## src/rtl/rf_arb_pkg.sv

```systemverilog
// Shared defaults for the register-file writeback arbiter.
// Holds width defaults and the grant-index width helper.
package rf_arb_pkg;

    localparam int NUM_REQ_DEF    = 4;
    localparam int DATA_WIDTH_DEF = 32;
    localparam int ADDR_WIDTH_DEF = 5;

    // Width of an index into n requesters (never below one bit).
    function automatic int idx_w(input int n);
        return (n > 1) ? $clog2(n) : 1;
    endfunction

    localparam int GRANT_W = idx_w(NUM_REQ_DEF);

endpackage

```

## src/rtl/rr_arbiter.sv

```systemverilog
// Combinational round-robin grant: search from ptr upward, wrapping.
// Ports: valid, ptr in; one-hot gnt, gnt_idx, any out.
module rr_arbiter
    import rf_arb_pkg::*;
#(
    parameter int N  = NUM_REQ_DEF,
    parameter int GW = idx_w(N)
) (
    input  logic [N-1:0]  valid,
    input  logic [GW-1:0] ptr,
    output logic [N-1:0]  gnt,
    output logic [GW-1:0] gnt_idx,
    output logic          any
);

    int            s;
    logic [GW-1:0] idx;

    always_comb begin
        gnt     = '0;
        gnt_idx = '0;
        any     = 1'b0;
        s       = 0;
        idx     = '0;
        for (int k = 0; k < N; k++) begin
            s = int'(ptr) + k;
            if (s >= N) s = s - N;
            idx = GW'(s);
            if (!any && valid[idx]) begin
                any      = 1'b1;
                gnt[idx] = 1'b1;
                gnt_idx  = idx;
            end
        end
    end

endmodule

```

## src/rtl/reg_wb_arb.sv

```systemverilog
// Round-robin writeback arbiter in front of a register file write port.
// Ports: clk, reset (async, active-low); req_valid/req_ready/req_addr/
// req_data per requester (flat slices); registered wr_en, w_addr, w_data,
// grant_id. Option RF_ARB_ZERO_DROP_EN: writes to address 0 are accepted
// immediately and discarded without taking an arbitration slot.
module reg_wb_arb
    import rf_arb_pkg::*;
#(
    parameter int NUM_REQ    = NUM_REQ_DEF,
    parameter int DATA_WIDTH = DATA_WIDTH_DEF,
    parameter int ADDR_WIDTH = ADDR_WIDTH_DEF
) (
    input  logic                          clk,
    input  logic                          reset,
    input  logic [NUM_REQ-1:0]            req_valid,
    output logic [NUM_REQ-1:0]            req_ready,
    input  logic [NUM_REQ*ADDR_WIDTH-1:0] req_addr,
    input  logic [NUM_REQ*DATA_WIDTH-1:0] req_data,
    output logic                          wr_en,
    output logic [ADDR_WIDTH-1:0]         w_addr,
    output logic [DATA_WIDTH-1:0]         w_data,
    output logic [idx_w(NUM_REQ)-1:0]     grant_id
);

    localparam int GW = idx_w(NUM_REQ);

    logic [GW-1:0]         ptr;
    logic [NUM_REQ-1:0]    arb_valid;
    logic [NUM_REQ-1:0]    gnt;
    logic [GW-1:0]         gnt_idx;
    logic                  any;
    logic [NUM_REQ-1:0]    drop;
    logic [ADDR_WIDTH-1:0] sel_addr;
    logic [DATA_WIDTH-1:0] sel_data;

`ifdef RF_ARB_ZERO_DROP_EN
    // Address-0 writes have no effect, so they skip arbitration.
    always_comb begin
        drop = '0;
        for (int i = 0; i < NUM_REQ; i++)
            drop[i] = req_valid[i] &&
                      (req_addr[i*ADDR_WIDTH +: ADDR_WIDTH] == '0);
    end
`else
    assign drop = '0;
`endif

    assign arb_valid = req_valid & ~drop;

    rr_arbiter #(
        .N  (NUM_REQ),
        .GW (GW)
    ) u_rr (
        .valid   (arb_valid),
        .ptr     (ptr),
        .gnt     (gnt),
        .gnt_idx (gnt_idx),
        .any     (any)
    );

    // Ready is suppressed during reset so no handshake completes there.
    assign req_ready = reset ? (gnt | drop) : '0;

    always_comb begin
        sel_addr = '0;
        sel_data = '0;
        for (int i = 0; i < NUM_REQ; i++) begin
            if (gnt[i]) begin
                sel_addr = req_addr[i*ADDR_WIDTH +: ADDR_WIDTH];
                sel_data = req_data[i*DATA_WIDTH +: DATA_WIDTH];
            end
        end
    end

    always_ff @(posedge clk or negedge reset) begin
        if (!reset) begin
            ptr      <= '0;
            wr_en    <= 1'b0;
            w_addr   <= '0;
            w_data   <= '0;
            grant_id <= '0;
        end else begin
            wr_en <= any;
            if (any) begin
                w_addr   <= sel_addr;
                w_data   <= sel_data;
                grant_id <= gnt_idx;
                ptr      <= (gnt_idx == GW'(NUM_REQ - 1)) ?
                            '0 : gnt_idx + GW'(1);
            end
        end
    end

endmodule

```

## config.mk

```make
export PLATFORM = sky130hd
export DESIGN_NAME = reg_wb_arb
export DESIGN_NICKNAME = d
export VERILOG_FILES = /design/src/rtl/rf_arb_pkg.sv /design/src/rtl/rr_arbiter.sv /design/src/rtl/reg_wb_arb.sv
export SDC_FILE = /design/constraint.sdc
export NUM_CORES = 1
export LEC_CHECK = 0
export ABC_AREA = 0
export CORE_MARGIN = 4
export CORE_UTILIZATION = 34
export CTS_BUF_LIST = sky130_fd_sc_hd__clkbuf_8 sky130_fd_sc_hd__clkbuf_16
export DETAILED_ROUTE_END_ITERATION = 10
export PLACE_DENSITY_LB_ADDON = 0.12
export SLEW_MARGIN = 20
export SYNTH_ARGS = -nofsm -noshare
export SYNTH_HDL_FRONTEND = slang
export SYNTH_SLANG_ARGS = --single-unit
```

## constraint.sdc

```tcl
create_clock -name clk -period 2.7 [get_ports clk]
set_input_delay 0.405 -clock clk [delete_from_list [all_inputs] [get_ports clk]]
set_output_delay 0.405 -clock clk [all_outputs]
set_load 0.01 [all_outputs]
```

==> run_results.csv <==
group,metric,value,unit
yosys,synth.avg_cell_area,9.75,um^2
yosys,synth_nets,495,
layout,drive_gt1_frac,0.160,
layout,antennaDiodeCount,0,
worst_setup_path,cp_data_arrival_time,2.26,ns
run_status,status,"complete, no violations",
worst_setup_path,endpoint_kind,"output pin",
layout,fin_util,0.630,
cts,clock-root-buffer,"clkbuf_8",
worst_setup_path,crit_slowest_cell,"mux4_2",
worst_setup_path,crit_top_cell,"buf_6",
power,report.power.total,7.46,mW
worst_setup_path,critical_path.top_delay_family,"multiplexers",
worst_setup_path,regToRegSetupSlack,0.09,ns
worst_setup_path,critPathBufInv,3,
layout,area_growth,79.7,%
placement,place_hpwl,9170,um
routing,vias_per_cell,5.40,
sta,fin_hold_ws,0.512,ns
worst_setup_path,r2r_cells,10,
layout,layout_commonest_cell,"clkdlybuf4s50_1",
cts,clock_sinks,42,
sta,rsz0062_at_grt,"yes",
yosys,syn_inst,334,
yosys,ys_ff_latch,42,
yosys,synth_warnings,0,
floorplanning,pin_count,198,
routing,num_vias,3659,
floorplanning,core_area,9280,um^2
floorplanning,die-height,106,um
routing,drt-wirelength-per-cell,19.5,um
floorplanning,num_rows,35,
run,maxCapViolCount,0,
cts,clockBufferDepth,2,
floorplanning,die-area,11200,um^2
worst_setup_path,rr_endpoint,"w_data[19]",
layout,instances_no_fill,678,
global_route,antenna_found_initial,0,
sta,finalHoldViolations,0,
sta,fin_skew,0.0121,ns
power,power_leakage,2.53,nW
worst_setup_path,critPathKind,"reg -> out",
yosys,synth_area_leaders,"dfrtp_1, o221a_1, o22a_1",
placement,dp_cells,656,
yosys,synthDistinctLibCells,37,
sta,setup_violations,0,
cts,clk_pin_slew,0.09,ns
power,peakVddDrop,0.837,mV
routing,final_antenna_net_count,0,
worst_setup_path,start_kind,"register",
yosys,yosysTopAreaCell,"dfrtp_1",
placement,dp_slack,-0.452,ns
global_route,grt_pass1_wl,19800,um
yosys,synth.top_cell.area_share,0.323,
placement,port_buffers,197,
yosys,ys_seq_area_frac,0.323,
cts,cts_inserted_buffers,5,
sta,maxSlewHeadroom,0.633,
global_route,track_usage,0.222,
cts,cts_tree,"built",
placement,place_congestion,0.872,
worst_setup_path,crit_required,2.30,ns
layout,nNetsFinal,709,
min_path,hold_path_class,"in -> async",
routing,first_iter_violations,93,
worst_setup_path,critPathMaxFanout,8,
power,powerDensity,1270,nW/um^2
global_route,grt_overflow_total,0,
routing,dr.pass1.iters,5,
worst_setup_path,cpPeakStageDelay,0.60,ns
global_route,grt_pass1_vias,3830,
yosys,synth_area,3260,um^2
routing,drc,0,
worst_setup_path,worstPathCellList,"buf_6 > mux4_2 > nand3b_1 > a21oi_2 > a221oi_4 > buf_4 > nor2b_4 > buf_6",
floorplanning,start_util,0.351,
floorplanning,die_w,106,um
global_route,grt_max_degree,47,
sta,tightest_slew,0.551,ns
sta,max_freq,376,MHz
cts,htree_levels,2,
sta,finalCritPeriodShare,0.985,
layout,final_cell_mix,"clkdlybuf4s50_1, inv_1, dfrtp_1",
sta,setup_slack,0.0400,ns
sta,fin_crit,2.66,ns
routing,wl,13200,um
cts,clk_latency,0.30,ns
sta,slew_viol_final,0,
==> power breakdown <==
part | internal, mW | switching [mW]
logic | 3.15 | 2.63
clock network | 0.270 | 0.230
registers | 1.01 | 0.172
total | 4.42 | 3.03
==> logic make-up (layout without fill, tap and decap cells) <==
family	count (synthesis)	after routing	synth area share
flip-flops	42	42	0.323
XOR/XNOR	1	1	0.00269
adder cells (fa/ha/maj)	7	7	0.0269
multiplexers	8	8	0.0373
AND/OR/NAND/NOR	67	67	0.120
AO/OA/AOI/OAI	130	130	0.357
buffers and inverters	79	294	0.133
==> worst max-delay path by stage <==
| stage | startpoint | end | depth (start not counted) |
|---|---|---|---|
| after floorplan | register | req_ready[3] | 11 |
| after global placement | req_valid[3] | req_ready[3] | 7 |
| after global routing | register | req_ready[0] | 7 |
| after CTS | req_valid[1] | w_data[24] | 10 |
| final | register | req_ready[2] | 8 |
| after detailed placement | req_valid[3] | req_ready[3] | 7 |
==> worst reg2reg max path, stage by stage (launching register included) <==
cell and delay, ns:
dfrtp_2 0.39, buf_6 0.13, mux4_2 0.60, buf_6 0.17, nand2_1 0.07, a21oi_2 0.07, a221oi_4 0.20, buf_4 0.25
buf_4 0.25, o211ai_1 0.13, o221a_1 0.23
==> Yosys cell counts <==
library cell	n
inv_1	41
nor2b_1	4
a31oi_1	1
and3_1	37
and3b_1	1
o22a_1	37
and2_1	1
o211ai_1	37
o21bai_1	1
nor3_1	2
a211oi_1	1
mux2_2	3
buf_4	7
nand2_1	7
a21oi_1	5
o21a_1	1
a221oi_1	1
o221a_1	30
mux2i_1	2
nand2b_1	1
clkbuf_1	9
a221o_1	1
dfrtp_1	42
nand4_1	2
o21ai_0	4
buf_2	9
ha_1	7
xnor2_1	1
buf_6	13
nand3_1	1
a22oi_1	1
a221oi_2	3
nand3b_1	4
mux4_2	3
nor3b_1	1
nor2_1	6
o221a_2	7
==> cell type report <==
cell class | count | area [um^2]
Fill cell | 803 | 3430
Timing Repair Buffer | 245 | 2480
Multi-Input combinational cell | 213 | 1900
Sequential cell | 42 | 1050
Tap cell | 129 | 161
Inverter | 41 | 154
Clock buffer | 5 | 68.8
Clock inverter | 3 | 37.5
==> state kept, by name, summed over array words and instances, names as in the netlist, named ones only <==
signal,flops
w_data,32
w_addr,5
grant_id,2
ptr,1
wr_en,1
==> stage by stage <==
step           area [um^2]  TNS, ns
6_report              5850        0
5_1_grt               5850   -0.117
4_1_cts               5660        0
3_5_place_dp          5460   -15.76
3_3_place_gp          5460   -13.25
2_1_floorplan         3300        0
==> repair_timing <==
item / 4_1_cts / 5_1_grt
buffers inserted: 7 / 4
endpoints found under the hold margin: 2 / 0
cloned: 0 / 3
hold buffers: 1 / 0
pin swaps: 4 / 6
resized for setup: 31 / 24
endpoints found under the setup margin: 41 / 41
==> layer usage <==
metal,vias to the layer above,track usage,part of all wire
met3,12,0.0747,0.096
met4,0,0.0490,0.012
met5,-,0,0
met2,176,0.405,0.51
met1,1749,0.250,0.38
li1,1722,-,-
(Power assumes the default switching activity.)
